<file path="src/rtl/sd_write.sv">
// sd_write: SPI-mode single-block writer for an SD card (CMD24).
// On write_req (while init is high) it sends CMD24 with the latched card
// address, polls R1, sends the start token and 512 payload bytes pulled from
// a byte-wide valid/ready source, checks the data-response token and waits
// out the card's busy period. It then releases chip select with 8 trailing
// clocks and pulses write_o (success) or err with err_code (failure).
//
// Ports:
//   clk, rst          system clock, synchronous active-high reset
//   init              card initialised; requests ignored while low
//   sec               card address (already scaled), latched on accept
//   write_req         one-clk start pulse
//   wr_data/wr_valid  payload byte source
//   wr_ready          byte taken this clk when wr_valid && wr_ready
//   busy              transaction in progress
//   write_o           one-clk pulse on success
//   err/err_code      one-clk failure pulse; err_code held until next accept
//                     (1 R1 timeout, 2 R1 nonzero, 3 CRC rejected,
//                      4 write error/other token, 5 busy timeout)
//   SD_clk, SD_cs, SD_datain, SD_dataout   SPI mode 0, MSB first
module sd_write #(
    parameter int unsigned CLK_DIV      = 2,
    parameter int unsigned R1_TIMEOUT   = 8,
    parameter int unsigned BUSY_TIMEOUT = 65535
) (
    input  logic        clk,
    input  logic        rst,
    input  logic        init,
    input  logic [31:0] sec,
    input  logic        write_req,
    input  logic [7:0]  wr_data,
    input  logic        wr_valid,
    output logic        wr_ready,
    output logic        busy,
    output logic        write_o,
    output logic        err,
    output logic [2:0]  err_code,
    output logic        SD_clk,
    output logic        SD_cs,
    output logic        SD_datain,
    input  logic        SD_dataout
);

    localparam logic [7:0]  DIV_LAST   = 8'(CLK_DIV - 1);
    localparam logic [15:0] R1_LIMIT   = 16'(R1_TIMEOUT);
    localparam logic [15:0] BUSY_LIMIT = 16'(BUSY_TIMEOUT);

    typedef enum logic [3:0] {
        S_IDLE,
        S_CMD,
        S_R1,
        S_GAP,
        S_TOKEN,
        S_DATA,
        S_CRC,
        S_DRESP,
        S_BUSY,
        S_FIN,
        S_FAIL
    } state_t;

    state_t      state_q, state_d;
    logic [15:0] cnt_q, cnt_d;
    logic [31:0] sec_q, sec_d;
    logic [2:0]  err_code_q, err_code_d;
    logic        write_o_q, write_o_d;
    logic        err_q, err_d;
    logic        cs_q, cs_d;

    // Byte engine state
    logic        active_q, active_d;
    logic [7:0]  div_q, div_d;
    logic [2:0]  bit_q, bit_d;
    logic        sclk_q, sclk_d;
    logic [7:0]  tx_q, tx_d;
    logic [7:0]  rx_q, rx_d;

    logic        tick;
    logic        byte_done;
    logic        eng_idle;
    logic [15:0] cnt_inc;
    logic        start;
    logic [7:0]  start_byte;
    logic        ready_c;

    always_comb begin : engine_status
        tick      = (div_q == DIV_LAST);
        // The last falling edge of bit 7 ends the byte; rx_q is complete by then.
        byte_done = active_q && tick && sclk_q && (bit_q == 3'd7);
        eng_idle  = !active_q;
        cnt_inc   = cnt_q + 16'd1;
    end

    // Byte engine: SD_clk idles low; MOSI (tx_q[7]) is set up at load time and
    // advances on each falling edge, MISO is shifted in on each rising edge.
    always_comb begin : engine_next
        active_d = active_q;
        div_d    = div_q;
        bit_d    = bit_q;
        sclk_d   = sclk_q;
        tx_d     = tx_q;
        rx_d     = rx_q;
        if (active_q) begin
            if (tick) begin
                div_d  = '0;
                sclk_d = !sclk_q;
                if (!sclk_q) begin
                    rx_d = {rx_q[6:0], SD_dataout};
                end else begin
                    tx_d  = {tx_q[6:0], 1'b1};
                    bit_d = bit_q + 3'd1;
                    if (bit_q == 3'd7) begin
                        active_d = 1'b0;
                    end
                end
            end else begin
                div_d = div_q + 8'd1;
            end
        end else if (start) begin
            active_d = 1'b1;
            tx_d     = start_byte;
            div_d    = '0;
            bit_d    = '0;
        end
    end

    // Sequencer. A new byte is launched the clk after byte_done, once the
    // state has advanced, so every state sees exactly one byte per completion.
    always_comb begin : fsm_next
        state_d    = state_q;
        cnt_d      = cnt_q;
        sec_d      = sec_q;
        err_code_d = err_code_q;
        write_o_d  = 1'b0;
        err_d      = 1'b0;
        start      = 1'b0;
        start_byte = 8'hFF;
        ready_c    = 1'b0;

        unique case (state_q)
            S_IDLE: begin
                if (write_req && init) begin
                    sec_d      = sec;
                    err_code_d = '0;
                    cnt_d      = '0;
                    state_d    = S_CMD;
                end
            end
            S_CMD: begin
                start = eng_idle;
                unique case (cnt_q[2:0])
                    3'd1:    start_byte = 8'h58;
                    3'd2:    start_byte = sec_q[31:24];
                    3'd3:    start_byte = sec_q[23:16];
                    3'd4:    start_byte = sec_q[15:8];
                    3'd5:    start_byte = sec_q[7:0];
                    default: start_byte = 8'hFF;
                endcase
                if (byte_done) begin
                    if (cnt_q == 16'd6) begin
                        cnt_d   = '0;
                        state_d = S_R1;
                    end else begin
                        cnt_d = cnt_inc;
                    end
                end
            end
            S_R1: begin
                start = eng_idle;
                if (byte_done) begin
                    if (!rx_q[7]) begin
                        if (rx_q == 8'h00) begin
                            state_d = S_GAP;
                        end else begin
                            state_d    = S_FAIL;
                            err_code_d = 3'd2;
                        end
                    end else if (cnt_inc == R1_LIMIT) begin
                        state_d    = S_FAIL;
                        err_code_d = 3'd1;
                    end else begin
                        cnt_d = cnt_inc;
                    end
                end
            end
            S_GAP: begin
                start = eng_idle;
                if (byte_done) begin
                    state_d = S_TOKEN;
                end
            end
            S_TOKEN: begin
                start      = eng_idle;
                start_byte = 8'hFE;
                if (byte_done) begin
                    cnt_d   = '0;
                    state_d = S_DATA;
                end
            end
            S_DATA: begin
                ready_c    = eng_idle;
                start      = eng_idle && wr_valid;
                start_byte = wr_data;
                if (byte_done) begin
                    if (cnt_q == 16'd511) begin
                        cnt_d   = '0;
                        state_d = S_CRC;
                    end else begin
                        cnt_d = cnt_inc;
                    end
                end
            end
            S_CRC: begin
                start = eng_idle;
                if (byte_done) begin
                    if (cnt_q == 16'd1) begin
                        cnt_d   = '0;
                        state_d = S_DRESP;
                    end else begin
                        cnt_d = cnt_inc;
                    end
                end
            end
            S_DRESP: begin
                start = eng_idle;
                if (byte_done) begin
                    if (rx_q != 8'hFF) begin
                        if (rx_q[4:0] == 5'b00101) begin
                            cnt_d   = '0;
                            state_d = S_BUSY;
                        end else if (rx_q[4:0] == 5'b01011) begin
                            state_d    = S_FAIL;
                            err_code_d = 3'd3;
                        end else begin
                            state_d    = S_FAIL;
                            err_code_d = 3'd4;
                        end
                    end else if (cnt_inc == R1_LIMIT) begin
                        state_d    = S_FAIL;
                        err_code_d = 3'd4;
                    end else begin
                        cnt_d = cnt_inc;
                    end
                end
            end
            S_BUSY: begin
                start = eng_idle;
                if (byte_done) begin
                    if (rx_q == 8'hFF) begin
                        state_d = S_FIN;
                    end else if (cnt_inc == BUSY_LIMIT) begin
                        state_d    = S_FAIL;
                        err_code_d = 3'd5;
                    end else begin
                        cnt_d = cnt_inc;
                    end
                end
            end
            S_FIN: begin
                start = eng_idle;
                if (byte_done) begin
                    write_o_d = 1'b1;
                    state_d   = S_IDLE;
                end
            end
            S_FAIL: begin
                start = eng_idle;
                if (byte_done) begin
                    err_d   = 1'b1;
                    state_d = S_IDLE;
                end
            end
            default: begin
                state_d = S_IDLE;
            end
        endcase

        cs_d = (state_d == S_IDLE) || (state_d == S_FIN) || (state_d == S_FAIL);
    end

    always_ff @(posedge clk) begin
        if (rst) begin
            state_q    <= S_IDLE;
            cnt_q      <= '0;
            sec_q      <= '0;
            err_code_q <= '0;
            write_o_q  <= 1'b0;
            err_q      <= 1'b0;
            cs_q       <= 1'b1;
            active_q   <= 1'b0;
            div_q      <= '0;
            bit_q      <= '0;
            sclk_q     <= 1'b0;
            tx_q       <= '1;
            rx_q       <= '1;
        end else begin
            state_q    <= state_d;
            cnt_q      <= cnt_d;
            sec_q      <= sec_d;
            err_code_q <= err_code_d;
            write_o_q  <= write_o_d;
            err_q      <= err_d;
            cs_q       <= cs_d;
            active_q   <= active_d;
            div_q      <= div_d;
            bit_q      <= bit_d;
            sclk_q     <= sclk_d;
            tx_q       <= tx_d;
            rx_q       <= rx_d;
        end
    end

    assign wr_ready  = ready_c;
    assign busy      = (state_q != S_IDLE);
    assign write_o   = write_o_q;
    assign err       = err_q;
    assign err_code  = err_code_q;
    assign SD_clk    = sclk_q;
    assign SD_cs     = cs_q;
    assign SD_datain = tx_q[7];

endmodule

</file>
<file path="config.mk">
export PLATFORM = sky130hd
export DESIGN_NAME = sd_write
export DESIGN_NICKNAME = d
export VERILOG_FILES = /design/src/rtl/sd_write.sv
export SDC_FILE = /design/constraint.sdc
export NUM_CORES = 1
export LEC_CHECK = 0
export ABC_AREA = 1
export CORE_AREA = 2 2 99 101
export DETAILED_ROUTE_END_ITERATION = 7
export DIE_AREA = 0 0 101 103
export GPL_ROUTABILITY_DRIVEN = 0
export PLACE_DENSITY = 0.76
export SYNTH_ARGS = -nofsm -noshare
export SYNTH_HDL_FRONTEND = slang
export SYNTH_SLANG_ARGS = --single-unit
</file>
<file path="constraint.sdc">
create_clock -name clk -period 2.9 [get_ports clk]
set_input_delay 0.725 -clock clk [delete_from_list [all_inputs] [get_ports clk]]
set_output_delay 0.725 -clock clk [all_outputs]
set_load 0.01 [all_outputs]
</file>
==> results of run 1 <==
==> worst min-delay path, delay by kind of cell (launching register included) <==
kind / cells / cell delay (ns)
compound gates: 1 / 0.05
buf+inv: 1 / 0.06
flops: 1 / 0.31
==> kinds of logic (layout without fill, tap and decap cells) <==
family                     count (synthesis)  after routing  share of synthesized area
AOI/OAI and AO/OA                        188            188                      0.216
xor gates and xnor gates                   1              1                    0.00176
adders and majority gates                 11             11                     0.0277
buffers and inverters                    136            194                      0.107
DFF                                       87             87                      0.350
and+or+nand+nor                          327            327                      0.298
==> worst paths after layout <==
| kind | to | from | cells past startpoint | slack, ns |
|---|---|---|---|---|
| hold / removal | sec_q[0] | sec_q[0] | 2 | 0.46 |
| hold reg to reg | sec_q[0] | sec_q[0] | 2 | 0.46 |
| setup reg to reg | cnt_q[7] | cnt_q[2] | 17 | 0.26 |
| setup / recovery | cnt_q[7] | cnt_q[2] | 17 | 0.26 |
==> cell usage after synthesis, drive strengths merged <==
| master | count | area share |
|---|---|---|
| nand3 | 48 | 0.051 |
| o31ai | 5 | 0.0075 |
| o21a | 3 | 0.0045 |
| o2111ai | 3 | 0.0053 |
| dfxtp | 87 | 0.35 |
| o211ai | 16 | 0.024 |
| nor2 | 84 | 0.074 |
| and3 | 2 | 0.0025 |
| buf | 7 | 0.0088 |
| o22ai | 14 | 0.018 |
| a211oi | 3 | 0.0045 |
| a21oi | 70 | 0.072 |
| a22oi | 4 | 0.0060 |
| o41ai | 2 | 0.0035 |
| a31oi | 1 | 0.0013 |
| a211o | 1 | 0.0018 |
| nor3 | 16 | 0.016 |
| ha | 11 | 0.028 |
| xor2 | 1 | 0.0018 |
| nor4 | 5 | 0.0088 |
| o21ai | 64 | 0.064 |
| nand3b | 1 | 0.0015 |
| o21bai | 1 | 0.0015 |
| clkbuf | 18 | 0.014 |
| nand2 | 156 | 0.12 |
| clkinv | 1 | 0.00075 |
| nand4 | 15 | 0.020 |
| o221ai | 1 | 0.0018 |
| inv | 110 | 0.084 |
==> area by class of cell <==
cell class / count / area (µm²) / share of cell area
flip-flops and latches: 87 / 1740 / 0.297
repair buffers: 67 / 656 / 0.112
inverters: 111 / 419 / 0.0713
clock buffers: 10 / 138 / 0.0234
well taps: 114 / 143 / 0.0243
multi-input cells: 527 / 2710 / 0.460
clock inverters: 6 / 73.8 / 0.0126
==> flip-flops by register name (all words and copies together), names as in the netlist, 3 cells and up <==
name and flops:
cnt_q 16, err_code 3, bit_q 3, tx_q 8, rx_q 8, sec_q 32
div_q 8, state_q 4
==> through the flow <==
stage / std cells / hold WS [ns] / utilization / area (µm²)
floorplan: 750 / 0.430 / - / 4970
global placement: 906 / 0.439 / 0.598 / 5660
detailed placement: 906 / 0.445 / 0.598 / 5660
CTS: 922 / 0.458 / 0.621 / 5870
global route: 922 / 0.471 / 0.621 / 5880
finish: 922 / 0.458 / 0.621 / 5880
==> power breakdown <==
part	total [mW]	internal (mW)	switching, mW
clock	0.915	0.434	0.481
sequential	1.27	1.25	0.0253
combinational	0.327	0.144	0.183
==> metal layers <==
metal / vias to the layer above / wire [µm] / GRT usage
met4: 0 / 328 / 0.110
met1: 2411 / 5600 / 0.312
met2: 160 / 6310 / 0.429
met3: 32 / 697 / 0.0373
met5: - / 0 / 0
li1: 2608 / - / -
==> run summary, run 1 <==
======================================================================================================
Cell repeated most along the worst path ................................................. sky130_fd_sc_hd__nand2_1
Post-detailed-placement half-perimeter wirelength .......................................      9790 µm
Count of distinct cell types in the synthesized netlist .................................           43
Vias per inst ...........................................................................         5.65
Buffering stage count on the worst path with inverters included .........................            1
Warnings, synthesis .....................................................................            0
DRC violation count after routing .......................................................            0
Buffer count from post-CTS setup fixing .................................................            0
Total Routed Length .....................................................................     12900 µm
Initial DRT Pass Iterations .............................................................            5
Vias ....................................................................................         5211
Max-cap violations ......................................................................            0
Drt initial violations ..................................................................          224
Type of the worst setup path ............................................................ flop to flop
Final worst-path cycle share ............................................................        0.910
CP Cell Sequence ........................................................................ ha_1 -> nand2_1 -> nor2_8 -> nand2_2 -> nand2_1 -> nand2_1 -> nor2_1 -> nand2_1 -> nor2_1 -> nand3_2 -> inv_2 -> nand2_2 -> nand2_4 -> nor2_4 -> nand2_2 -> nor2_1 -> o21a_1
Setup repair after global routing missed its margin .....................................           no
Clock sink total ........................................................................           87
Average instance area after synthesis ...................................................     6.63 µm²
Actual slew at the worst max-slew pin ...................................................     0.578 ns
Global-route congestion overflow total ..................................................            0
Final Slew Violations ...................................................................            0
Hold crit path type ..................................................................... flop to flop
Leakage power figure ....................................................................      2.41 nW
Clk_skew ................................................................................    0.0119 ns
Post-Place Worst Slack ..................................................................     0.281 ns
Total clock buffers created by CTS ......................................................            9
Most common cell after layout, fill and taps aside ...................................... sky130_fd_sc_hd__nand2_1
Largest stage delay, worst path .........................................................      0.54 ns
Number of global-route vias before repair ...............................................         4631
Per-cell routed wire length .............................................................      14.0 µm
Share of final-layout standard cells stronger than drive strength 1 .....................       0.0804
Post-Syn Nets ...........................................................................          807
Summed negative setup slack over all endpoints ..........................................         0 ns
Maximum resistive drop on vdd ...........................................................       273 µV
Achievable frequency ....................................................................      379 MHz
Post-layout min period ..................................................................      2.64 ns
Width of the chip .......................................................................       101 µm
Worst slew margin relative to its limit .................................................        0.613
Cell count after synthesis ..............................................................          750
Clock transition at the register clock pins on the worst setup and hold paths after CTS .      0.09 ns
Fillers .................................................................................          868
FF+latch count, synth ...................................................................           87
Cell class contributing the biggest share of worst-path delay ........................... simple AND/OR/NAND/NOR gates
Remaining antenna violation count .......................................................            0
Setup crit end kind .....................................................................         flop
CP Data Arrival Time ....................................................................      2.91 ns
Required time worst endpoint ............................................................      3.17 ns
Area of the die .........................................................................   0.0104 mm²
Standard-cell row count .................................................................           36
Most used cells in the layout excluding fill and tap cells .............................. sky130_fd_sc_hd__nand2_1, sky130_fd_sc_hd__inv_1, sky130_fd_sc_hd__dfxtp_1
Post-cts repair resize count ............................................................            1
Die height ..............................................................................       103 µm
Wire length of the first global-routing pass ............................................     20800 µm
Final Power .............................................................................      2.52 mW
Number of hold buffers added after CTS ..................................................            0
Clock H-tree levels .....................................................................            3
Synth-to-layout area growth .............................................................        18.2%
Number of diodes added for antenna fixing ...............................................            0
Antenna violations before repair ........................................................            0
Maximum buffer depth of the clock tree ..................................................            2
Synth Cell Area .........................................................................  0.00497 mm²
Total of buffers placed on input and output ports .......................................           55
Worst path slowest cell ................................................................. sky130_fd_sc_hd__dfxtp_1
CTS root buf ............................................................................ sky130_fd_sc_hd__clkbuf_8
Total power density per cell area .......................................................   428 mW/mm²
CTS tree ................................................................................          yes
Worst setup SP type .....................................................................         flop
Biggest fanout along the worst timing path ..............................................           11
Clock latency on the worst-skew pair ....................................................      0.37 ns
Slack of the critical path ..............................................................     0.260 ns
Initial Utilization .....................................................................        0.526
Top-Level Pins ..........................................................................           56
Status .................................................................................. complete, no violations
Final hold violation count ..............................................................            0
Sequential cell area fraction in the yosys report .......................................        0.350
Total global-route track usage ..........................................................        0.250
Pin count of the biggest net entering global routing ....................................           62
Post-layout net count ...................................................................          860
Area inside the core boundary ...........................................................  0.00946 mm²
Count of endpoints failing setup in the final report ....................................            0
======================================================================================================
Power figures use the tool's default switching activity.
==> inputs of run 2 (changes only) <==
--- a/config.mk
+++ b/config.mk
@@ -13,2 +13,3 @@
 export PLACE_DENSITY = 0.76
+export SETUP_SLACK_MARGIN = 0.4
 export SYNTH_ARGS = -nofsm -noshare
--- a/constraint.sdc
+++ b/constraint.sdc
@@ -3,2 +3,2 @@
 set_output_delay 0.725 -clock clk [all_outputs]
-set_load 0.01 [all_outputs]
+set_load 0.005 [all_outputs]
==> run 2 against run 1 <==
Compared with the run above:
- wire length rose by 4.0%
- critical path depth stayed put
- non-clock buffer count grew 6
- total power barely moved
- fmax rose by 9.8%
- die area did not move
- utilization rose by 1.4 points
- cell count increased by 0.87%
- register-to-register slack gained 0.24 ns
- highest routed layer unchanged
==> run summary, run 2 (synthesis gave the netlist of run 1 again) <==
======================================================================================================
Status .................................................................................. complete, no violations   unchanged
Hold crit path type ..................................................................... flop to flop   unchanged
Wire length of the first global-routing pass ............................................     21100 µm   was 20800 µm
Largest stage delay, worst path .........................................................      0.38 ns   was 0.54 ns
Required time worst endpoint ............................................................      3.17 ns   about the same
Count of endpoints failing setup in the final report ....................................            0   unchanged
Final hold violation count ..............................................................            0   unchanged
Achievable frequency ....................................................................      416 MHz   was 379 MHz
CP Data Arrival Time ....................................................................      2.67 ns   was 2.91 ns
Number of diodes added for antenna fixing ...............................................            0   unchanged
Vias per inst ...........................................................................         5.68   was 5.65
Clock sink total ........................................................................           87   unchanged
Maximum buffer depth of the clock tree ..................................................            2   unchanged
Leakage power figure ....................................................................      2.46 nW   was 2.41 nW
Final worst-path cycle share ............................................................        0.829   was 0.910
Actual slew at the worst max-slew pin ...................................................     0.690 ns   was 0.578 ns
Maximum resistive drop on vdd ...........................................................       223 µV   was 273 µV
Width of the chip .......................................................................       101 µm   unchanged
Total Routed Length .....................................................................     13500 µm   was 12900 µm
Drt initial violations ..................................................................          376   was 224
Clock H-tree levels .....................................................................            3   unchanged
Number of global-route vias before repair ...............................................         4731   was 4631
Synth-to-layout area growth .............................................................        20.8%   was 18.2%
Most used cells in the layout excluding fill and tap cells .............................. sky130_fd_sc_hd__nand2_1, sky130_fd_sc_hd__inv_1, sky130_fd_sc_hd__dfxtp_1   unchanged
Standard-cell row count .................................................................           36   unchanged
CP Cell Sequence ........................................................................ ha_4 -> ha_1 -> inv_1 -> nor2_1 -> nand3_1 -> nor2_2 -> nand3_1 -> nor2_1 -> nand3_2 -> nand2_1 -> nand2_1 -> nand2_2 -> nand2_1 -> nor2_2 -> nand4_1 -> nand2_1 -> nor2_1   was ha_1 -> nand2_1 -> nor2_8 -> nand2_2 -> nand2_1 -> nand2_1 -> nor2_1 -> nand2_1 -> nor2_1 -> nand3_2 -> inv_2 -> nand2_2 -> nand2_4 -> nor2_4 -> nand2_2 -> nor2_1 -> o21a_1
Cell repeated most along the worst path ................................................. sky130_fd_sc_hd__nand2_1   unchanged
Worst setup SP type .....................................................................         flop   unchanged
Final Slew Violations ...................................................................            0   unchanged
Antenna violations before repair ........................................................            0   unchanged
CTS tree ................................................................................          yes   unchanged
Per-cell routed wire length .............................................................      14.5 µm   was 14.0 µm
Setup repair after global routing missed its margin .....................................          yes   was no
Clk_skew ................................................................................   0.00952 ns   was 0.0119 ns
Worst slew margin relative to its limit .................................................        0.537   was 0.613
Worst path slowest cell ................................................................. sky130_fd_sc_hd__dfxtp_4   was sky130_fd_sc_hd__dfxtp_1
Area of the die .........................................................................   0.0104 mm²   unchanged
Max-cap violations ......................................................................            0   unchanged
CTS root buf ............................................................................ sky130_fd_sc_hd__clkbuf_8   unchanged
Pin count of the biggest net entering global routing ....................................           62   unchanged
Type of the worst setup path ............................................................ flop to flop   unchanged
Post-layout min period ..................................................................      2.40 ns   was 2.64 ns
Top reg by flops ........................................................................        sec_q   unchanged
Clock latency on the worst-skew pair ....................................................      0.37 ns   about the same
Area inside the core boundary ...........................................................  0.00946 mm²   unchanged
Cell class contributing the biggest share of worst-path delay ........................... simple AND/OR/NAND/NOR gates   unchanged
Total of buffers placed on input and output ports .......................................           55   unchanged
Biggest regs ............................................................................ sec_q: 32 flops, cnt_q: 16 flops   unchanged
Total clock buffers created by CTS ......................................................            9   unchanged
Total global-route track usage ..........................................................        0.252   was 0.250
Die height ..............................................................................       103 µm   unchanged
Setup crit end kind .....................................................................         flop   unchanged
Vias ....................................................................................         5280   was 5211
Final Power .............................................................................      2.52 mW   about the same
Remaining antenna violation count .......................................................            0   unchanged
Fillers .................................................................................          840   was 868
Initial Utilization .....................................................................        0.526   unchanged
DRC violation count after routing .......................................................            0   unchanged
Total power density per cell area .......................................................   419 mW/mm²   was 428 mW/mm²
Biggest fanout along the worst timing path ..............................................            6   was 11
Global-route congestion overflow total ..................................................            0   unchanged
Number of hold buffers added after CTS ..................................................            0   unchanged
Top-Level Pins ..........................................................................           56   unchanged
Clock transition at the register clock pins on the worst setup and hold paths after CTS .      0.09 ns   about the same
Most common cell after layout, fill and taps aside ...................................... sky130_fd_sc_hd__nand2_1   unchanged
Share of final-layout standard cells stronger than drive strength 1 .....................        0.107   was 0.0804
Initial DRT Pass Iterations .............................................................            5   unchanged
Post-layout net count ...................................................................          868   was 860
Summed negative setup slack over all endpoints ..........................................         0 ns   unchanged
Flip-flop count of the largest register after layout ....................................           32   unchanged
Buffering stage count on the worst path with inverters included .........................            1   unchanged
Post-detailed-placement half-perimeter wirelength .......................................      9590 µm   was 9790 µm
======================================================================================================
[run 2: changes by cell type in the layout (fill, tap and decap cells not counted), moves of 2 or more]
cell / before / now
sky130_fd_sc_hd__nor2_1: 72 / 67
sky130_fd_sc_hd__nor2_2: 8 / 13
sky130_fd_sc_hd__dfxtp_1: 86 / 81
sky130_fd_sc_hd__o21ai_0: 61 / 59
sky130_fd_sc_hd__inv_2: 8 / 11
sky130_fd_sc_hd__o21ai_1: 3 / 5
sky130_fd_sc_hd__inv_1: 101 / 98
sky130_fd_sc_hd__dfxtp_4: 0 / 3
sky130_fd_sc_hd__buf_4: 11 / 16
sky130_fd_sc_hd__nor2_4: 3 / 5
sky130_fd_sc_hd__dfxtp_2: 1 / 3
[run 2: final cells by class]
class | count | area, µm² | share of cell area
inverter | 111 | 419 | 0.0697
sequential | 87 | 1760 | 0.292
clock buffer | 10 | 138 | 0.0229
clock inverter | 6 | 75.1 | 0.0125
multi-input combinational | 529 | 2770 | 0.461
tap | 114 | 143 | 0.0237
timing repair buffer | 73 | 706 | 0.117
[run 2: path summary, 6_finish.rpt]
check / startpoint / endpoint / slack [ns] / depth (start not counted)
worst max-delay path: cnt_q[1] / SD_cs / 0.50 / 17
worst min-delay path: sec_q[26] / sec_q[26] / 0.46 / 2
worst max register to register: cnt_q[1] / SD_cs / 0.50 / 17
worst min register to register: sec_q[26] / sec_q[26] / 0.46 / 2
[run 2: metal layers]
metal,wire (µm),global-route usage,up-vias
met5,0,0,-
met2,6580,0.432,194
li1,-,-,2631
met3,820,0.0373,39
met1,5710,0.318,2416
met4,345,0.105,0
[run 2: worst reg2reg max path, stage by stage (launching register included)]
cell,delay (ns)
sky130_fd_sc_hd__dfxtp_4,0.38
sky130_fd_sc_hd__ha_4,0.18
sky130_fd_sc_hd__ha_1,0.28
sky130_fd_sc_hd__inv_1,0.07
sky130_fd_sc_hd__nor2_1,0.14
sky130_fd_sc_hd__nand3_1,0.11
sky130_fd_sc_hd__nor2_2,0.13
sky130_fd_sc_hd__nand3_1,0.09
sky130_fd_sc_hd__nor2_1,0.12
sky130_fd_sc_hd__nand3_2,0.13
sky130_fd_sc_hd__nand2_1,0.10
sky130_fd_sc_hd__nand2_1,0.08
sky130_fd_sc_hd__nand2_2,0.09
sky130_fd_sc_hd__nand2_1,0.09
sky130_fd_sc_hd__nor2_2,0.13
sky130_fd_sc_hd__nand4_1,0.09
sky130_fd_sc_hd__nand2_1,0.07
sky130_fd_sc_hd__nor2_1,0.03
[run 2: where the power goes]
| part | leakage (nW) | internal (mW) | switching (mW) |
|---|---|---|---|
| clock | 0.105 | 0.436 | 0.477 |
| sequential | 0.713 | 1.25 | 0.0236 |
| combinational | 1.64 | 0.146 | 0.188 |
[run 2: through the flow]
stage                     worst slack [ns]  utilization  cells  hold WS, ns  area [µm²]
after CTS                            0.305        0.624    923        0.458        5900
after global placement               0.372        0.597    905        0.439        5650
after global routing                 0.297        0.635    930        0.477        6010
after floorplan                      0.782            -    750        0.430        4970
final                                0.496        0.635    930        0.455        6010
after detailed placement             0.312        0.597    905        0.444        5650
[run 2: timing repair]
| action | 4_1_cts | 5_1_grt |
|---|---|---|
| gates resized for setup | 12 | 18 |
| gates cloned | 0 | 2 |
| pin swaps | 2 | 3 |
| setup buffers | 2 | 5 |
| endpoints found under the setup margin | 8 | 24 |
